[src/rtl/tft_spi_tx_pkg.sv]
// ============================================================================
// Package : tft_defs
// Shared FSM encodings and SPI/DC levels for the TFT byte serializer.
// Revision: 1.0 - initial release
// ============================================================================
`default_nettype none

package tft_defs;

  typedef enum logic [1:0] {
    ST_IDLE  = 2'd0,
    ST_SETUP = 2'd1,
    ST_SHIFT = 2'd2,
    ST_GAP   = 2'd3
  } tft_state_t;

  localparam logic DC_CMD   = 1'b0;
  localparam logic DC_DATA  = 1'b1;
  localparam logic SCK_IDLE = 1'b0;
  localparam logic CS_IDLE  = 1'b1;

endpackage

`default_nettype wire

[src/rtl/tft_spi_tx_clk_div.sv]
// ============================================================================
// Module  : spi_clk_div
// Half-period tick generator: one-cycle tick every CLK_DIV cycles, restartable.
// Revision: 1.0 - initial release
// ============================================================================
`default_nettype none

module spi_clk_div #(
  parameter int CLK_DIV = 2
) (
  input  logic clk,
  input  logic rst,
  input  logic clear,
  output logic tick
);

  localparam int               c_width = $clog2(CLK_DIV + 1);
  localparam logic [c_width-1:0] c_last = c_width'(CLK_DIV - 1);

  logic [c_width-1:0] r_cnt;

  always_ff @(posedge clk) begin
    if (rst || clear) begin
      r_cnt <= '0;
    end else if (r_cnt == c_last) begin
      r_cnt <= '0;
    end else begin
      r_cnt <= r_cnt + c_width'(1);
    end
  end

  assign tick = (r_cnt == c_last);

endmodule

`default_nettype wire

[src/rtl/tft_spi_tx.sv]
// ============================================================================
// Module  : tft_spi_tx
// Byte serializer to a 4-wire SPI TFT panel (mode 0, MSB first, CS framed).
// Option  : TFT_SPI_HOLD_EN adds a one-byte holding register ahead of the shifter.
// Revision: 1.0 - initial release
// ============================================================================
`default_nettype none

module tft_spi_tx
  import tft_defs::*;
#(
  parameter int CLK_DIV = 2,
  parameter int CS_GAP  = 1
) (
  input  logic       clk,
  input  logic       rst,
  input  logic [7:0] tft_data,
  input  logic       tft_dc,
  input  logic       tft_transmit,
  output logic       tft_busy,
  output logic       spi_sck,
  output logic       spi_mosi,
  output logic       spi_cs,
  output logic       spi_dc
);

  localparam int                   c_gap_w    = $clog2(CS_GAP + 1);
  localparam logic [c_gap_w-1:0]   c_gap_last = c_gap_w'(CS_GAP - 1);

  tft_state_t         r_state, w_state;
  logic               r_sck, w_sck;
  logic               r_cs, w_cs;
  logic               r_dc, w_dc;
  logic [7:0]         r_shift, w_shift;
  logic [3:0]         r_half, w_half;
  logic [c_gap_w-1:0] r_gap_cnt, w_gap_cnt;

  logic       w_tick;
  logic       w_accept;
  logic       w_start;
  logic       w_gap_done;
  logic [7:0] w_start_data;
  logic       w_start_dc;

  assign w_accept   = tft_transmit && !tft_busy;
  assign w_gap_done = (r_state == ST_GAP) && (r_gap_cnt == c_gap_last);

`ifdef TFT_SPI_HOLD_EN
  logic [7:0] r_hold_data;
  logic       r_hold_dc;
  logic       r_hold_full;
  logic       w_free;

  // Shifter can take a byte this cycle: either idle or finishing its CS gap.
  assign w_free       = (r_state == ST_IDLE) || w_gap_done;
  assign w_start      = w_free && (r_hold_full || w_accept);
  assign w_start_data = r_hold_full ? r_hold_data : tft_data;
  assign w_start_dc   = r_hold_full ? r_hold_dc   : tft_dc;
  assign tft_busy     = r_hold_full;

  always_ff @(posedge clk) begin
    if (rst) begin
      r_hold_data <= '0;
      r_hold_dc   <= DC_CMD;
      r_hold_full <= 1'b0;
    end else if (w_accept && !w_free) begin
      r_hold_data <= tft_data;
      r_hold_dc   <= tft_dc;
      r_hold_full <= 1'b1;
    end else if (w_start && r_hold_full) begin
      r_hold_full <= 1'b0;
    end
  end
`else
  assign w_start      = (r_state == ST_IDLE) && w_accept;
  assign w_start_data = tft_data;
  assign w_start_dc   = tft_dc;
  assign tft_busy     = (r_state != ST_IDLE);
`endif

  spi_clk_div #(
    .CLK_DIV(CLK_DIV)
  ) u_clk_div (
    .clk  (clk),
    .rst  (rst),
    .clear(w_start),
    .tick (w_tick)
  );

  always_comb begin
    w_state   = r_state;
    w_sck     = r_sck;
    w_cs      = r_cs;
    w_dc      = r_dc;
    w_shift   = r_shift;
    w_half    = r_half;
    w_gap_cnt = r_gap_cnt;

    case (r_state)
      ST_IDLE: ;
      ST_SETUP: begin
        if (w_tick) begin
          w_sck   = ~SCK_IDLE;
          w_half  = 4'd0;
          w_state = ST_SHIFT;
        end
      end
      ST_SHIFT: begin
        // Even half-periods are SCK high; half 15 is the trailing low half.
        if (w_tick) begin
          if (r_half == 4'd15) begin
            w_cs      = CS_IDLE;
            w_gap_cnt = '0;
            w_state   = ST_GAP;
          end else begin
            w_half = r_half + 4'd1;
            w_sck  = ~r_sck;
            if (r_sck) begin
              w_shift = {r_shift[6:0], 1'b0};
            end
          end
        end
      end
      ST_GAP: begin
        if (w_gap_done) begin
          w_state = ST_IDLE;
        end else begin
          w_gap_cnt = r_gap_cnt + c_gap_w'(1);
        end
      end
      default: w_state = ST_IDLE;
    endcase

    if (w_start) begin
      w_state = ST_SETUP;
      w_cs    = ~CS_IDLE;
      w_sck   = SCK_IDLE;
      w_dc    = w_start_dc;
      w_shift = w_start_data;
    end
  end

  always_ff @(posedge clk) begin
    if (rst) begin
      r_state   <= ST_IDLE;
      r_sck     <= SCK_IDLE;
      r_cs      <= CS_IDLE;
      r_dc      <= DC_CMD;
      r_shift   <= '0;
      r_half    <= '0;
      r_gap_cnt <= '0;
    end else begin
      r_state   <= w_state;
      r_sck     <= w_sck;
      r_cs      <= w_cs;
      r_dc      <= w_dc;
      r_shift   <= w_shift;
      r_half    <= w_half;
      r_gap_cnt <= w_gap_cnt;
    end
  end

  assign spi_sck  = r_sck;
  assign spi_cs   = r_cs;
  assign spi_dc   = r_dc;
  assign spi_mosi = r_shift[7];

endmodule

`default_nettype wire

[config.mk]
export PLATFORM = sky130hd
export DESIGN_NAME = tft_spi_tx
export DESIGN_NICKNAME = d
export VERILOG_FILES = /design/src/rtl/tft_spi_tx_pkg.sv /design/src/rtl/tft_spi_tx_clk_div.sv /design/src/rtl/tft_spi_tx.sv
export SDC_FILE = /design/constraint.sdc
export NUM_CORES = 1
export LEC_CHECK = 0
export CAP_MARGIN = 5
export CORE_MARGIN = 2
export CORE_UTILIZATION = 40
export DETAILED_ROUTE_END_ITERATION = 12
export PLACE_DENSITY = 0.73
export RECOVER_POWER = 100
export SYNTH_ARGS = -nofsm -noshare
export SYNTH_HDL_FRONTEND = slang
export SYNTH_HIERARCHICAL = 1
export SYNTH_SLANG_ARGS = --single-unit
[constraint.sdc]
create_clock -name clk -period 4.3 [get_ports clk]
set_clock_uncertainty 0.05 [all_clocks]
set_input_delay 0.43 -clock clk [delete_from_list [all_inputs] [get_ports clk]]
set_output_delay 0.43 -clock clk [all_outputs]
set_load 0.02 [all_outputs]
== Word level (Yosys, flattened, before mapping) ==
Index checks and enable logic that the tools add are counted.
Widths: inputs -> output; s select.
Storage, ports and cells
  register bits: 20
  bits of input ports: 12
  output and inout bits: 5
  word-level logic and storage cells: 80
Cells by class
  add/sub/neg operators: 3
  eq/ne operators: 16
  mux-type cells: 27
  bitwise logic cells: 2
  reductions and logical operators: 23
Operator list (number)
  $mux 8: 5
  $reduce_bool 2->1: 7
  $mux 4: 3
  $reduce_and 4->1: 3
  $mux 1: 11
  $reduce_and 5->1: 2
  $mux 2: 4
  $ne 2x2->1 const B: 4
  $pmux 4 s2: 1
  $ne 2x1->1 const B: 3
  $ne 3x1->1 const B: 2
  $ne 3x2->1 const B: 2
  $pmux 2 s3: 1
  $add 4x1->4 const B: 1
  $eq 2x1->1 const B: 2
  $eq 2x2->1 const B: 2
  $eq 4x4->1 const B: 1
  $pmux 1 s2: 2
  $reduce_bool 4->1: 1
  $reduce_or 2->1: 2
  $logic_and 1x1->1: 3
  $reduce_and 3->1: 1
  $reduce_bool 3->1: 1
  $add 2x1->2 const B: 1
  5 further kinds: 6

== Logic depth before layout (Yosys ltp) ==
  depth after elaboration: 6
  mapped depth: 7
  mapped depth without buffers: 6

== Hierarchy ==
The synthesis kept the hierarchy.
Modules (own cells, without submodules)
  tft_spi_tx: instances 1, cells each 101, area an instance 909.6 um^2, sequential area each 360.3 um^2
  spi_clk_div: instances 1, cells each 6, area an instance 81.3 um^2, sequential area each 40.0 um^2

== Worst setup path before layout ==
No wires, ideal clock.
  kind: register to register
  from: reg r_half[0]
  to: reg r_shift[1]
  setup time: 136 ps
  arrival time: 1515 ps
  data required time: 4114 ps
  path slack: 2598 ps
  stages on the path, launching flop included: 7
  buffers on the path: 1
  period minus slack after synthesis: 1702 ps
  cell sequence: dfxtp_1 > ha_1 > and3_1 > buf_6 > nor3_4 > mux2i_1 > a211oi_1
Between the ends
  longest elaborated chain between the ends: 3
Ends and longest elaborated chain
  start: declaration: line tft_spi_tx.sv:35  | logic [3:0] r_half, w_half;
  start signal: assignment: line tft_spi_tx.sv:158  | r_half <= w_half;
  $eq 4x4->1: line tft_spi_tx.sv:111  | if (r_half == 4'd15) begin
  $ne 2x1->1 (no source line)
  $reduce_and 4->1 (no source line)
  end signal: assignment: line tft_spi_tx.sv:157  | r_shift <= w_shift;
  end: declaration: line tft_spi_tx.sv:34  | logic [7:0] r_shift, w_shift;
No other way between the ends.
A chain may end at the register's enable or synchronous reset.

== Worst setup path after layout ==
  from: reg r_state[0]
  to: reg r_shift[2]
Between the ends
  longest elaborated chain between the ends: 6
Ends and longest elaborated chain
  start: declaration: line tft_spi_tx.sv:30  | tft_state_t r_state, w_state;
  start signal: assignment: line tft_spi_tx.sv:153  | r_state <= w_state;
  $reduce_bool 2->1: line tft_spi_tx.sv:78  | assign tft_busy = (r_state != ST_IDLE);
  $logic_not 1->1: line tft_spi_tx.sv:45  | assign w_accept = tft_transmit && !tft_busy;
  $logic_and 1x1->1: line tft_spi_tx.sv:45
  $logic_and 1x1->1: line tft_spi_tx.sv:75  | assign w_start = (r_state == ST_IDLE) && w_accept;
  $ne 2x1->1 (no source line) / $reduce_bool 2->1 (equally long branches)
  $reduce_and 4->1 (no source line)
Parallel ways exist; a longest one is shown, timed or not.

==> metrics.md <==
| Metric | Value |
|---|---|
| Synth Flop Type | dfxtp_1 |
| Ant diodes | 0 |
| Syn_area_per_cell | 9.261 sq um |
| GPL Wtd Cong | 0.7345 |
| Area occupied by multi-input gates | 515.5 sq um |
| Worst Hold Class | flop to flop |
| Cell area after layout | 1166 sq um |
| Final critical-path share of the clock period | 0.6124 |
| Leakage | 0.4436 nW |
| Port bufs | 16 |
| Post-CTS sizing | 0 |
| Die Span Y | 53.78 um |
| Clock share of power | 0.199 |
| Post-Layout Cell Count | 151 |
| Max FO, Critical Path | 13 |
| Reg power frac | 0.500 |
| Layout cell share with drive strength beyond 1 | 0.03306 |
| RSZ-0062 raised after global routing | no |
| Peak VDD IR | 0.2882 mV |
| Via-to-Cell Ratio | 5.318 |
| Filler cells | 223 |
| Mapped cell area | 991.0 sq um |
| Drt total wl | 1.848 mm |
| Slew headroom | 0.1404 |
| Area occupied by registers | 400.4 sq um |
| Fin nets | 142 |
| CTS Hold Buffers Added | 0 |
| Startpoint Class | flop |
| Pre-CTS WS | 2.212 ns |
| EDFF count, synth | 0 |
| Final Setup Violations | 0 |
| Total power | 445.8 uW |
| Area growth syn-to-layout | 17.68% |
| Clk_lat worst skew | 0.30 ns |
| I/O Pins | 17 |
| Maxcap violations | 0 |
| Die Area | 2892 sq um |
| Critical path class | flop to flop |
| ANT nets after route | 0 |
| Initial cell density of the core | 0.4112 |
| Placed Cells | 148 |
| DR iter-0 viols | 10 |
| CP Data Arrival Time | 2.80 ns |
| Hold Path Origin | u_clk_div/r_cnt[0] |
| Clock-pin slew on the worst setup and hold paths | 0.11 ns |
| Status | completed |
| Vias in the first global route | 717 |
| Yosys cell types | 30 |
| Final Util | 0.4839 |
| H-tree Lvls | 1 |
| Final Hold Violating Endpoints | 0 |
| Internal Power | 299.2 uW |
| Switching Share | 0.3288 |
| Synthesis warning total | 6 |
| Max Slew Vio Count | 0 |
| Hold WS | 0.3931 ns |
| Power per cell area | 382.3 nW/um^2 |
| CTS root buf | clkbuf_4 |
| Final worst path period need | 2.633 ns |
| Initial antenna violation count | 0 |
| Overflow left after global routing | 0 |
| DR vias | 803 |
| Die X | 53.78 um |
| Core Rows | 18 |
| Synthesized instance count | 107 |
| Synth Register Bits | 20 |
| TNS Setup | 0 ns |
| Setup crit end kind | flop |
| Fmax | 379.8 MHz |
| Asr flop ratio synth | 0 |
| Core box area | 2410 sq um |
| Comb power frac | 0.301 |
| Post-DP HPWL | 1.377 mm |
| Maximum clock insertion buffer count | 2 |
| Origin of the critical flop-to-flop path | r_state[0] |
| Seq/Total Area, Yosys | 0.4040 |
| TritonRoute pass-1 iters | 4 |
| Drt drc | 0 |
| Least-Margin Pin Slew | 1.280 ns |
| Placed inst area | 1161 sq um |
| Critical path origin | r_state[0] |
| CTS Sinks | 20 |
| Switching power total | 146.6 uW |
| Min setup slack post-route | 1.667 ns |
| Post-synth net total | 126 |
| Drt wl/cell | 12.24 um |
| CTS Buf Count | 3 |
| CTS tree | yes |
| Largest net degree at the start of global routing | 18 |
| Post-CTS Setup Bufs | 0 |
| WP data required | 4.46 ns |
| First-pass GRT wire length | 2.925 mm |
| Overall routing resource usage | 0.1437 |
==> logic make-up after synthesis <==
| logic type | count (synthesis) | synth area share |
|---|---|---|
| xor+xnor | 2 | 0.01768 |
| simple gates | 26 | 0.1439 |
| compound gates | 32 | 0.2172 |
| flops | 20 | 0.4040 |
| mux | 7 | 0.07071 |
| buf+inv | 13 | 0.05808 |
| fa+ha+maj | 7 | 0.08838 |
==> registers in the layout, summed over array words and instances (netlist names) <==
name	flops
r_gap_cnt	1
spi_cs	1
u_clk_div/r_cnt	2
spi_dc	1
spi_sck	1
r_state	2
r_shift	8
r_half	4
==> critical path, cell delays in order, from the launching register on <==
cell and delay [ns]:
dfxtp_1 0.37, inv_1 0.09, ha_1 0.40, nand2_1 0.16, nor3_1 1.00, mux2i_1 0.19
a211oi_1 0.27
==> worst paths after layout <==
path | to | slack [ns] | cells past startpoint
worst max-delay path | r_shift[2] | 1.67 | 6
worst min-delay path | u_clk_div/r_cnt[0] | 0.39 | 1
worst max register to register | r_shift[2] | 1.67 | 6
worst min register to register | u_clk_div/r_cnt[0] | 0.39 | 1
==> routing by layer <==
layer,up-vias,part of all wire,track usage
li1,417,-,-
met1,369,0.46,0.1675
met2,15,0.49,0.2276
met3,2,0.034,0.05278
met4,0,0.012,0.07692
met5,-,0,0
==> cells in the final DEF (no fill, tap or decap), types with 3 or more instances in the layout <==
cell type / instances
a211oi_1: 4
a21oi_1: 7
clkbuf_4: 3
clkdlybuf4s50_1: 10
dfxtp_1: 20
dlygate4sd3_1: 6
ha_1: 7
inv_1: 8
mux2i_1: 7
nand2_1: 6
nor2_1: 10
o21ai_0: 7
==> cells in the mapped netlist, drive strengths merged, types with 2 or more instances <==
library cell | n | share of area
a21oi | 7 | 0.035
o21ai | 7 | 0.035
and3 | 2 | 0.013
a211oi | 4 | 0.030
o2111ai | 2 | 0.018
clkbuf | 3 | 0.011
ha | 7 | 0.088
dfxtp | 20 | 0.40
nor2 | 10 | 0.038
inv | 8 | 0.030
nand2 | 6 | 0.023
nand2b | 2 | 0.013
buf | 2 | 0.016
a2111oi | 2 | 0.018
o211ai | 2 | 0.015
xor2 | 2 | 0.018
mux2i | 7 | 0.071
nor4 | 2 | 0.025
a31oi | 2 | 0.013
nor3 | 2 | 0.021
==> power groups by stage <==
stage / Combinational (mW) / Sequential [mW] / Clock, mW
floorplan: 0.0940 / 0.230 / 0
global placement: 0.137 / 0.226 / 0
detailed placement: 0.139 / 0.228 / 0
CTS: 0.140 / 0.223 / 0.0942
global route: 0.150 / 0.227 / 0.101
finish: 0.134 / 0.223 / 0.0889
==> cell type report <==
| class | instances | share of cell area |
|---|---|---|
| multi-input cells | 74 | 0.4421 |
| clock buffers | 3 | 0.01931 |
| flip-flops and latches | 20 | 0.3433 |
| well taps | 30 | 0.03219 |
| repair buffers | 16 | 0.1373 |
| inverters | 8 | 0.02575 |
No activity file was read; power rests on OpenSTA's default activity.
